**src/rtl/cg_count_cmp.sv**
```systemverilog
// Compare/event stage for cg_counter: match pulse, sticky irq, fire count and
// preset/stop feedback. Define CG_COUNT_CMP_GE_EN to hit on i_count >= r_cmp.
module cg_count_cmp #(
  parameter int DATA_WIDTH = 32
) (
  input  logic                  i_clk,
  input  logic                  i_rst,
  input  logic [DATA_WIDTH-1:0] i_count,
  input  logic                  i_cfg_we,
  input  logic [DATA_WIDTH-1:0] i_cfg_cmp,
  input  logic                  i_cfg_mode,
  input  logic                  i_arm,
  input  logic                  i_disarm,
  input  logic                  i_irq_ack,
  output logic                  o_prst,
  output logic                  o_stop,
  output logic                  o_match,
  output logic                  o_irq,
  output logic [7:0]            o_fire_cnt,
  output logic [1:0]            o_state
);

  typedef enum logic [1:0] {
    ST_IDLE   = 2'd0,
    ST_ARMED  = 2'd1,
    ST_RELOAD = 2'd2,
    ST_DONE   = 2'd3
  } state_t;

  state_t                r_state;
  logic [DATA_WIDTH-1:0] r_cmp;
  logic                  r_mode;
  logic                  r_match;
  logic                  r_irq;
  logic [7:0]            r_fire_cnt;
  logic                  w_hit;
  logic                  w_fire;

`ifdef CG_COUNT_CMP_GE_EN
  assign w_hit = (i_count >= r_cmp);
`else
  assign w_hit = (i_count == r_cmp);
`endif

  // Disarm suppresses a coincident hit entirely: no match, irq or count.
  assign w_fire = (r_state == ST_ARMED) && w_hit && !i_disarm;

  always_ff @(posedge i_clk) begin
    if (i_rst) begin
      r_state    <= ST_IDLE;
      r_cmp      <= '0;
      r_mode     <= 1'b0;
      r_match    <= 1'b0;
      r_irq      <= 1'b0;
      r_fire_cnt <= 8'd0;
    end else begin
      r_match <= w_fire;
      if (i_cfg_we && r_state == ST_IDLE) begin
        r_cmp  <= i_cfg_cmp;
        r_mode <= i_cfg_mode;
      end
      if (w_fire)
        r_irq <= 1'b1;
      else if (i_irq_ack)
        r_irq <= 1'b0;
      if (w_fire && r_fire_cnt != 8'hFF)
        r_fire_cnt <= r_fire_cnt + 8'd1;
      case (r_state)
        ST_IDLE, ST_DONE: begin
          if (!i_disarm && i_arm) begin
            r_state    <= ST_ARMED;
            r_fire_cnt <= 8'd0;
          end else if (i_disarm) begin
            r_state <= ST_IDLE;
          end
        end
        ST_ARMED: begin
          if (i_disarm)
            r_state <= ST_IDLE;
          else if (w_hit)
            r_state <= r_mode ? ST_RELOAD : ST_DONE;
        end
        ST_RELOAD: r_state <= i_disarm ? ST_IDLE : ST_ARMED;
        default:   r_state <= ST_IDLE;
      endcase
    end
  end

  assign o_prst     = (r_state == ST_RELOAD);
  assign o_stop     = (r_state == ST_IDLE) || (r_state == ST_DONE);
  assign o_match    = r_match;
  assign o_irq      = r_irq;
  assign o_fire_cnt = r_fire_cnt;
  assign o_state    = r_state;

endmodule

```
**config.mk**
```make
export PLATFORM = sky130hd
export DESIGN_NAME = cg_count_cmp
export DESIGN_NICKNAME = d
export VERILOG_FILES = /design/src/rtl/cg_count_cmp.sv
export SDC_FILE = /design/constraint.sdc
export NUM_CORES = 1
export LEC_CHECK = 0
export CAP_MARGIN = 10
export CORE_ASPECT_RATIO = 0.6
export CORE_UTILIZATION = 43
export DETAILED_ROUTE_END_ITERATION = 10
export GPL_TIMING_DRIVEN = 0
export PLACE_DENSITY = 0.89
export SYNTH_ARGS = -nofsm -noshare
export SYNTH_HDL_FRONTEND = slang
export SYNTH_SLANG_ARGS = --single-unit
```
**constraint.sdc**
```tcl
create_clock -name i_clk -period 4.68 [get_ports i_clk]
set_clock_uncertainty 0.15 [all_clocks]
set_input_delay 1.404 -clock i_clk [delete_from_list [all_inputs] [get_ports i_clk]]
set_output_delay 1.404 -clock i_clk [all_outputs]
set_load 0.005 [all_outputs]
```
==> results of run 1 <==
-- through the flow --
| step | instance area, µm² | utilization |
|---|---|---|
| CTS | 3209 | 0.6818 |
| finish | 3209 | 0.6818 |
| detailed placement | 3093 | 0.6571 |
| global route | 3209 | 0.6818 |
| floorplan | 2173 | - |
| global placement | 3093 | 0.6571 |
-- worst min path at each step --
stage	start	endpoint	depth (start not counted)
2_1_floorplan	r_mode	r_mode	2
3_3_place_gp	r_mode	r_mode	2
3_5_place_dp	r_mode	r_mode	2
4_1_cts	r_mode	r_mode	2
5_1_grt	r_cmp[15]	r_cmp[15]	2
6_report	r_mode	r_mode	2
-- critical path, stage by stage --
cell                              delay (ns)
sky130_fd_sc_hd__clkdlybuf4s50_1        0.42
sky130_fd_sc_hd__xor2_1                 0.18
sky130_fd_sc_hd__nor4_1                 0.49
sky130_fd_sc_hd__nand4_1                0.20
sky130_fd_sc_hd__clkbuf_1               0.27
sky130_fd_sc_hd__nor4_1                 0.45
sky130_fd_sc_hd__mux2i_1                0.25
-- power groups by stage --
stage                     clock [mW]  combinational [mW]  sequential (mW)
final                          0.305               0.154            0.414
after global routing           0.326               0.170            0.417
after CTS                      0.310               0.154            0.415
after detailed placement           0               0.153            0.424
after global placement             0               0.149            0.422
after floorplan                    0              0.0682            0.420
-- flip-flops by register name, summed over array words and instances, names as in the netlist --
name / flops
r_mode: 1
o_irq: 1
r_cmp: 32
o_state: 2
o_fire_cnt: 8
o_match: 1
-- routing by layer --
layer	track usage	wire, µm
met5	0	0
met4	0.08571	84
met3	0.08000	654
met2	0.3608	2586
met1	0.3319	2739
-- placed cells by master (no fill, tap or decap), types with 6 or more instances in the layout --
cell type / count
sky130_fd_sc_hd__xor2_1: 32
sky130_fd_sc_hd__nor4_1: 11
sky130_fd_sc_hd__clkdlybuf4s50_1: 84
sky130_fd_sc_hd__nand4_1: 6
sky130_fd_sc_hd__clkbuf_1: 13
sky130_fd_sc_hd__or3_1: 7
sky130_fd_sc_hd__clkbuf_8: 6
sky130_fd_sc_hd__a21oi_1: 35
sky130_fd_sc_hd__dfxtp_1: 45
sky130_fd_sc_hd__nand2_1: 75
sky130_fd_sc_hd__mux2i_1: 7
sky130_fd_sc_hd__inv_1: 6
-- layout make-up --
class	count	area [µm²]
buffer	14	53.80
multi-input combinational	205	1196
sequential	45	900.9
clock buffer	7	86.33
tap	63	78.83
timing repair buffer	84	840.8
fill	395	1498
clock inverter	1	30.03
inverter	6	22.52
-- cell families after synthesis --
family | Yosys count | synth area share
AOI/OAI and AO/OA | 42 | 0.1054
xor gates and xnor gates | 32 | 0.1290
adders and majority gates | 4 | 0.02303
buffers and inverters | 20 | 0.03511
DFF | 45 | 0.4145
muxes | 7 | 0.03224
and+or+nand+nor | 120 | 0.2608
==> results.yml, run 1 <==
critical_path:
  ff2ff_setup_slack_ns: 2.28
  endpoint_kind: "flop"
  critical_path.startpoint_type: "primary input"
  reg2reg_to: "o_fire_cnt[4]"
  critical_path.max_fanout: 10
  worst_path_required_time_ns: 4.76
  crit_type: "primary input to flop"
  r2r-start: "r_cmp[30]"
  worstPathArrival_ns: 3.66
  crit_end: "o_fire_cnt[4]"
  critPathLaunch: "i_count[30]"
  ff2ff_path_depth: 6
route:
  route.vias.total: 2232
  avgViaCountPerCell: 5.252
  antenna_left: 0
  detailed_router_s_first_iteration_violation_count: 140
  remaining_drc_errors: 0
  wire_length_after_detailed_routing_um: 6064
  detail_routed_net_length_per_standard_cell_um: 14.27
  drt_pass1_iterations: 4
placement:
  gp_congestion: 0.8389
  portBuffers: 84
  hpwlAfterDp_um: 4850
  post-place-ws_ns: 0.8574
  placed_cells_incl_taps: 417
cts:
  clk_root_buffer_cell: "sky130_fd_sc_hd__clkbuf_8"
  post_cts_resized: 0
  tritoncts: "built"
  cts-hold-fix-buffers: 0
  cts_setup_buffers: 0
  cts_inserted_buffers: 5
  clock_tree.buffer_depth: 2
  clk_pin_slew_worst_paths_ns: 0.09
  clock_sinks: 45
  ctsHtreeMaxLevel: 2
  clock_latency_ns: 0.30
power_and_ir_drop:
  power.combinational.fraction: 0.176
  power.density_cell_area_mw_per_mm2: 272.0
  power.sequential.fraction: 0.475
  irDropWorstVdd_mv: 0.1790
  clock_power_share: 0.349
  switching_power_mw: 0.2121
  report.power.total_mw: 0.8730
  cellInternalPower_mw: 0.6609
  netSwitchingFraction: 0.2429
  p_leak_nw: 1.228
layout:
  syn2layout_area_growth_pct: 47.67
  nNetsFinal: 436
  finish.cell_count_without_fillers: 425
  antenna_cells: 0
  drive_above_1_share: 0.02486
synth:
  synth_top_cells_by_count: "75 x sky130_fd_sc_hd__nand2_1, 45 x sky130_fd_sc_hd__dfxtp_1, 35 x sky130_fd_sc_hd__a21oi_1"
  synth-edff-count: 0
  netlist.top_cell.by_area: "sky130_fd_sc_hd__dfxtp_1"
  net_count_of_the_mapped_netlist: 345
  yosys-top-cells-area: "sky130_fd_sc_hd__dfxtp_1 41%, sky130_fd_sc_hd__nand2_1 13%, sky130_fd_sc_hd__xor2_1 13%, sky130_fd_sc_hd__a21oi_1 8.1%, sky130_fd_sc_hd__mux2i_1 3.2%"
  ys_seq_area_frac: 0.4145
  synth.ff_latch_count: 45
  yosys.cell_types.count: 30
  synth_ff_type: "sky130_fd_sc_hd__dfxtp_1"
  ys.warnings.count: 0
  netlist.area_leader.share: 0.4145
  mappedNetlistArea_mm2: 0.002173
  synthCells: 270
  synth_async_sr_flop_share: 0
  yosysMostFrequentCell: "sky130_fd_sc_hd__nand2_1"
  avgSynthCellArea_um2: 8.049
sta:
  final_min_period_over_clock_period: 0.7649
  final.min_clock_period_ns: 3.580
  finalSetupViolCount: 0
  setup_tns_ns: 0
  fmax_mhz: 279.4
  report.final.slew_viol_count: 0
  final.hold.worst_slack_ns: 0.3136
  tightestPinTransition_ns: 0.6899
  setup_repair_after_global_routing_missed_its_margin: "no"
  maxSlewHeadroom: 0.5391
  hold_violations: 0
  worst_slack_ns: 1.100
outcome:
  status: "finished clean"
floorplanning:
  die_h_um: 57.07
  design.core.area_mm2: 0.004707
  io_pins: 85
  starting_density_of_the_core: 0.4617
  core.rowCount: 19
  floorplan.die_area_mm2: 0.005352
  fp.dieW_um: 93.78
grt:
  grt_start_max_net_pins: 14
  grt_use_total: 0.2429
  antenna_found_initial: 0
  grt_pass1_wl_um: 9756
  grt_pass1_vias: 2033
  grt_overflow_total: 0
job:
  cap_viol_max_count: 0
min_path:
  min-delay-path-class: "flop to flop"
No activity file was read; power rests on OpenSTA's default activity.
==> run 2: changes to the inputs <==
--- a/config.mk
+++ b/config.mk
@@ -7,10 +7,10 @@
 export LEC_CHECK = 0
 export CAP_MARGIN = 10
 export CORE_ASPECT_RATIO = 0.6
-export CORE_UTILIZATION = 43
+export CORE_UTILIZATION = 39
 export DETAILED_ROUTE_END_ITERATION = 10
 export GPL_TIMING_DRIVEN = 0
-export PLACE_DENSITY = 0.89
+export PLACE_DENSITY = 0.86
 export SYNTH_ARGS = -nofsm -noshare
 export SYNTH_HDL_FRONTEND = slang
 export SYNTH_SLANG_ARGS = --single-unit
==> constraint.sdc (replaced) <==
create_clock -name i_clk -period 3 [get_ports i_clk]
set_clock_uncertainty 0.15 [all_clocks]
set_input_delay 0.9 -clock i_clk [delete_from_list [all_inputs] [get_ports i_clk]]
set_output_delay 0.9 -clock i_clk [all_outputs]
set_load 0.005 [all_outputs]
==> results.yml, run 2 (synthesis results as in run 1) <==
outcome:
  status: "finished clean"
critical_path:
  reg2reg_to: "o_irq"
  ff2ff_setup_slack_ns: 0.78
  ff2ff_path_depth: 6
  cpPeakStageDelay_ns: 0.48
  cell_by_cell_trace_of_the_critical_path: "clkdlybuf4s50_1 > xor2_1 > nor4_1 > nand4_1 > buf_2 > or4_1 > a21oi_1"
  endpoint_kind: "flop"
  r2r-start: "r_cmp[22]"
  crit_slowest_cell: "sky130_fd_sc_hd__or4_1"
  critical_path.startpoint_type: "primary input"
  critical_path.max_fanout: 10
  crit_type: "primary input to flop"
  worstPathArrival_ns: 3.02
  worst_path_required_time_ns: 3.08
floorplanning:
  die_h_um: 59.83
  io_pins: 85
  design.core.area_mm2: 0.005205
  core.rowCount: 20
  fp.dieW_um: 98.37
  starting_density_of_the_core: 0.4175
  floorplan.die_area_mm2: 0.005885
route:
  detail_routed_net_length_per_standard_cell_um: 13.91
  remaining_drc_errors: 0
  drt_pass1_iterations: 6
  detailed_router_s_first_iteration_violation_count: 79
  antenna_left: 0
  avgViaCountPerCell: 5.185
  route.vias.total: 2214
  wire_length_after_detailed_routing_um: 5941
power_and_ir_drop:
  report.power.total_mw: 1.258
  clock_power_share: 0.292
  power.combinational.fraction: 0.194
  power.sequential.fraction: 0.514
  switching_power_mw: 0.3363
  power.density_cell_area_mw_per_mm2: 391.6
  p_leak_nw: 1.222
  cellInternalPower_mw: 0.9220
  irDropWorstVdd_mv: 0.1796
  netSwitchingFraction: 0.2673
layout:
  most_frequent_standard_cell_in_the_layout_excluding_fill_and_tap_cells: "sky130_fd_sc_hd__clkdlybuf4s50_1"
  finish.utilization: 0.6173
  largest-register: "r_cmp"
  finish.instance_area_mm2: 0.003213
  syn2layout_area_growth_pct: 47.84
  antenna_cells: 0
  drive_above_1_share: 0.03601
  most-common-layout-cells: "84 x sky130_fd_sc_hd__clkdlybuf4s50_1, 75 x sky130_fd_sc_hd__nand2_1, 45 x sky130_fd_sc_hd__dfxtp_1"
  largest_register_ffs: 32
  nNetsFinal: 436
min_path:
  worstHoldEndpoint: "r_mode"
  hold_path_startpoint: "r_mode"
  min-delay-path-class: "flop to flop"
  hold-path-cell-count: 2
cts:
  clk_root_buffer_cell: "sky130_fd_sc_hd__clkbuf_8"
  cts_inserted_buffers: 5
  clock_sinks: 45
  clock_latency_ns: 0.30
  cts-hold-fix-buffers: 0
  tritoncts: "built"
  clock_tree.buffer_depth: 2
  clk_pin_slew_worst_paths_ns: 0.08
  ctsHtreeMaxLevel: 2
sta:
  tightestPinTransition_ns: 0.6455
  worst_slack_ns: 0.06286
  report.final.slew_viol_count: 0
  hold_violations: 0
  final.min_clock_period_ns: 2.937
  final_min_period_over_clock_period: 0.9790
  finalSetupViolCount: 0
  maxSlewHeadroom: 0.5687
  fmax_mhz: 340.5
  setup_repair_after_global_routing_missed_its_margin: "no"
  final.hold.worst_slack_ns: 0.3127
placement:
  gp_congestion: 0.8646
  post-place-ws_ns: -0.3168
  portBuffers: 84
  hpwlAfterDp_um: 4736
  dpl_cell_area_mm2: 0.003097
grt:
  grt_pass1_wl_um: 9597
  antenna_found_initial: 0
  grt_use_total: 0.2121
  gr-usage-met2: 0.3551
  grt_pass1_vias: 2099
  grt_overflow_total: 0
  met1_usage: 0.2654
  grt.met3_usage: 0.06550
  busiest_layer: "met2"
  grt_start_max_net_pins: 14
job:
  cap_viol_max_count: 0
[run 2: cell types whose count changed in the layout (fill, tap and decap cells not counted)]
| cell | change |
|---|---|
| sky130_fd_sc_hd__bufinv_16 | -1 |
| sky130_fd_sc_hd__nor4_2 | +3 |
| sky130_fd_sc_hd__nor4_4 | +1 |
| sky130_fd_sc_hd__clkinv_4 | +1 |
| sky130_fd_sc_hd__clkbuf_2 | +1 |
| sky130_fd_sc_hd__nor4_1 | -4 |
| sky130_fd_sc_hd__clkbuf_8 | -1 |
| sky130_fd_sc_hd__clkbuf_1 | -1 |
[run 2: power by group through the flow]
stage,Combinational (mW),Sequential [mW],Clock (mW)
floorplan,0.106,0.655,0
global placement,0.232,0.659,0
detailed placement,0.238,0.661,0
CTS,0.239,0.647,0.375
global route,0.269,0.650,0.394
finish,0.244,0.647,0.367
[run 2: critical path, delay by kind of cell]
kind	cells	cell delay [ns]
AND/OR/NAND/NOR	3	1.12
buffers and inverters	2	0.68
XOR/XNOR	1	0.16
AO/OA/AOI/OAI	1	0.15
[run 2: worst max path at each step]
| stage | startpoint | cells after the start | endpoint |
|---|---|---|---|
| 2_1_floorplan | i_count[22] | 6 | o_irq |
| 3_3_place_gp | i_count[17] | 7 | o_fire_cnt[1] |
| 3_5_place_dp | i_count[16] | 7 | o_fire_cnt[4] |
| 4_1_cts | i_count[16] | 7 | o_fire_cnt[0] |
| 5_1_grt | i_count[8] | 7 | o_irq |
| 6_report | i_count[8] | 7 | o_irq |
[run 2: timing repair]
| action | CTS | global route |
|---|---|---|
| endpoints found under the hold margin | 0 | 0 |
| setup buffers | 0 | 0 |
| setup endpoints to repair | 0 | 9 |
| gates resized for setup | 0 | 7 |
[run 2: area by class of cell]
type / instances / area, µm²
Clock buffer: 6 / 72.57
Sequential cell: 45 / 900.9
Timing Repair Buffer: 84 / 840.8
Buffer: 14 / 55.05
Inverter: 6 / 22.52
Fill cell: 493 / 1992
Tap cell: 66 / 82.58
Multi-Input combinational cell: 205 / 1230
Clock inverter: 1 / 8.758
[run 2: stage by stage]
step | TNS, ns | cells
after floorplan | 0 | 270
final | 0 | 427
after CTS | 0 | 427
after detailed placement | -2.325 | 420
after global routing | 0 | 427
after global placement | -1.655 | 420
[run 2: layer usage]
metal,vias to the layer above,wire [µm]
li1,1100,-
met1,1020,2719
met2,86,2677
met3,8,490
met4,0,53
met5,-,0
==> run 3: changes to the inputs <==
--- a/config.mk
+++ b/config.mk
@@ -7,6 +7,7 @@
 export LEC_CHECK = 0
 export CAP_MARGIN = 10
 export CORE_ASPECT_RATIO = 0.6
+export CORE_MARGIN = 8
 export CORE_UTILIZATION = 39
 export DETAILED_ROUTE_END_ITERATION = 10
 export GPL_TIMING_DRIVEN = 0
==> results.yml, run 3 (synthesis results as in run 1) <==
route:
  remaining_drc_errors: 0
  wire_length_after_detailed_routing_um: 6496
  detail_routed_net_length_per_standard_cell_um: 15.04
  avgViaCountPerCell: 4.988
  antenna_left: 0
  drt_pass1_iterations: 4
  route.vias.total: 2155
  detailed_router_s_first_iteration_violation_count: 83
layout:
  antenna_cells: 0
  most_frequent_standard_cell_in_the_layout_excluding_fill_and_tap_cells: "sky130_fd_sc_hd__clkdlybuf4s50_1"
  nNetsFinal: 437
  syn2layout_area_growth_pct: 50.26
  finish.cell_count_without_fillers: 432
  drive_above_1_share: 0.04408
  largest-register: "r_cmp"
  most-common-layout-cells: "84 x sky130_fd_sc_hd__clkdlybuf4s50_1, 75 x sky130_fd_sc_hd__nand2_1, 45 x sky130_fd_sc_hd__dfxtp_1"
  finish.instance_area_mm2: 0.003266
  largest_register_ffs: 32
  num-fill-cells: 517
floorplanning:
  io_pins: 85
  starting_density_of_the_core: 0.3977
  floorplan.die_area_mm2: 0.008296
  design.core.area_mm2: 0.005465
  fp.dieW_um: 112.4
  die_h_um: 73.83
  core.rowCount: 21
placement:
  dpl_cell_area_mm2: 0.003100
  gp_congestion: 0.8434
  hpwlAfterDp_um: 5209
  placed_cells_incl_taps: 423
  portBuffers: 84
sta:
  final_min_period_over_clock_period: 0.9603
  setup_repair_after_global_routing_missed_its_margin: "no"
  finalSetupViolCount: 0
  report.final.slew_viol_count: 0
  tightestPinTransition_ns: 0.6444
  final.min_clock_period_ns: 2.881
  fmax_mhz: 347.1
  hold_violations: 0
  maxSlewHeadroom: 0.5695
  final.hold.worst_slack_ns: 0.3178
cts:
  clock_latency_ns: 0.30
  clk_root_buffer_cell: "sky130_fd_sc_hd__clkbuf_8"
  clock_tree.buffer_depth: 2
  cts_inserted_buffers: 5
  cts-hold-fix-buffers: 0
  tritoncts: "built"
  ctsHtreeMaxLevel: 2
  clk_pin_slew_worst_paths_ns: 0.08
  clock_sinks: 45
outcome:
  status: "finished clean"
grt:
  antenna_found_initial: 0
  grt_overflow_total: 0
  grt_pass1_wl_um: 10080
  grt_start_max_net_pins: 14
  grt_pass1_vias: 2108
  grt_use_total: 0.1530
critical_path:
  cell_by_cell_trace_of_the_critical_path: "clkdlybuf4s50_1 > xor2_1 > nor4_2 > nand4_1 > buf_2 > or4_1 > a21oi_1"
  critical_path.max_fanout: 10
  endpoint_kind: "flop"
  crit_type: "primary input to flop"
  cpPeakStageDelay_ns: 0.50
  cpLargestDelayFamily: "simple AND/OR/NAND/NOR gates"
  crit_slowest_cell: "sky130_fd_sc_hd__or4_1"
  worst_path_required_time_ns: 3.07
  cp.buffers_inverters: 2
  worstPathArrival_ns: 2.95
  critical_path.startpoint_type: "primary input"
power_and_ir_drop:
  p_leak_nw: 1.246
  power.density_cell_area_mw_per_mm2: 420.7
  irDropWorstVdd_mv: 0.2162
min_path:
  min-delay-path-class: "flop to flop"
job:
  cap_viol_max_count: 0
==> run 3: power breakdown <==
group / switching (mW) / internal [mW] / leakage, nW / total [mW]
Sequential: 0.0210 / 0.626 / 0.368 / 0.647
Clock: 0.208 / 0.272 / 0.0585 / 0.480
Combinational: 0.111 / 0.136 / 0.819 / 0.247
Total: 0.340 / 1.03 / 1.25 / 1.37
==> run 3: through the flow <==
step                setup slack, ns  power, mW  setup TNS (ns)    util
floorplan                    0.5545     0.7615               0       -
global placement            -0.2444     0.8912          -1.704  0.5673
detailed placement          -0.3103     0.8991          -2.343  0.5673
CTS                         0.03226      1.377               0  0.5897
global route                0.01005      1.431               0  0.5975
finish                       0.1192      1.374               0  0.5975
==> run 3: path summary, 6_finish.rpt <==
kind,startpoint,to,slack [ns],cells after the start
max,i_count[22],o_irq,0.12,7
min,r_cmp[14],r_cmp[14],0.32,2
max reg2reg,r_cmp[9],o_irq,0.79,6
min reg2reg,r_cmp[14],r_cmp[14],0.32,2
==> run 3: what timing repair did <==
action / in CTS / in global routing
hold endpoints to repair: 0 / 0
pin swaps: 0 / 1
gates resized for setup: 1 / 7
setup buffers: 0 / 1
endpoints found under the setup margin: 1 / 9
==> run 3: worst reg2reg max path: stages (launching register included) <==
cell	delay, ns
sky130_fd_sc_hd__dfxtp_1	0.34
sky130_fd_sc_hd__xor2_1	0.16
sky130_fd_sc_hd__nor4_1	0.40
sky130_fd_sc_hd__nand4_1	0.19
sky130_fd_sc_hd__buf_2	0.23
sky130_fd_sc_hd__or4_1	0.50
sky130_fd_sc_hd__a21oi_1	0.17
==> run 3: cell type report <==
cell class                      count  area (µm²)  area share
Multi-Input combinational cell    205        1236      0.3785
Clock buffer                        7       86.33     0.02644
Timing Repair Buffer               85       848.3      0.2598
Clock inverter                      1       30.03    0.009195
Buffer                             14       55.05     0.01686
Inverter                            6       22.52    0.006897
Sequential cell                    45       900.9      0.2759
Tap cell                           69       86.33     0.02644
==> run 3: metal layers <==
layer	share of wire	GRT usage	vias to the layer above
li1	-	-	1105
met1	0.46	0.1884	975
met2	0.45	0.2475	71
met3	0.091	0.06399	4
met4	0.0046	0.02671	0
met5	0	0	-
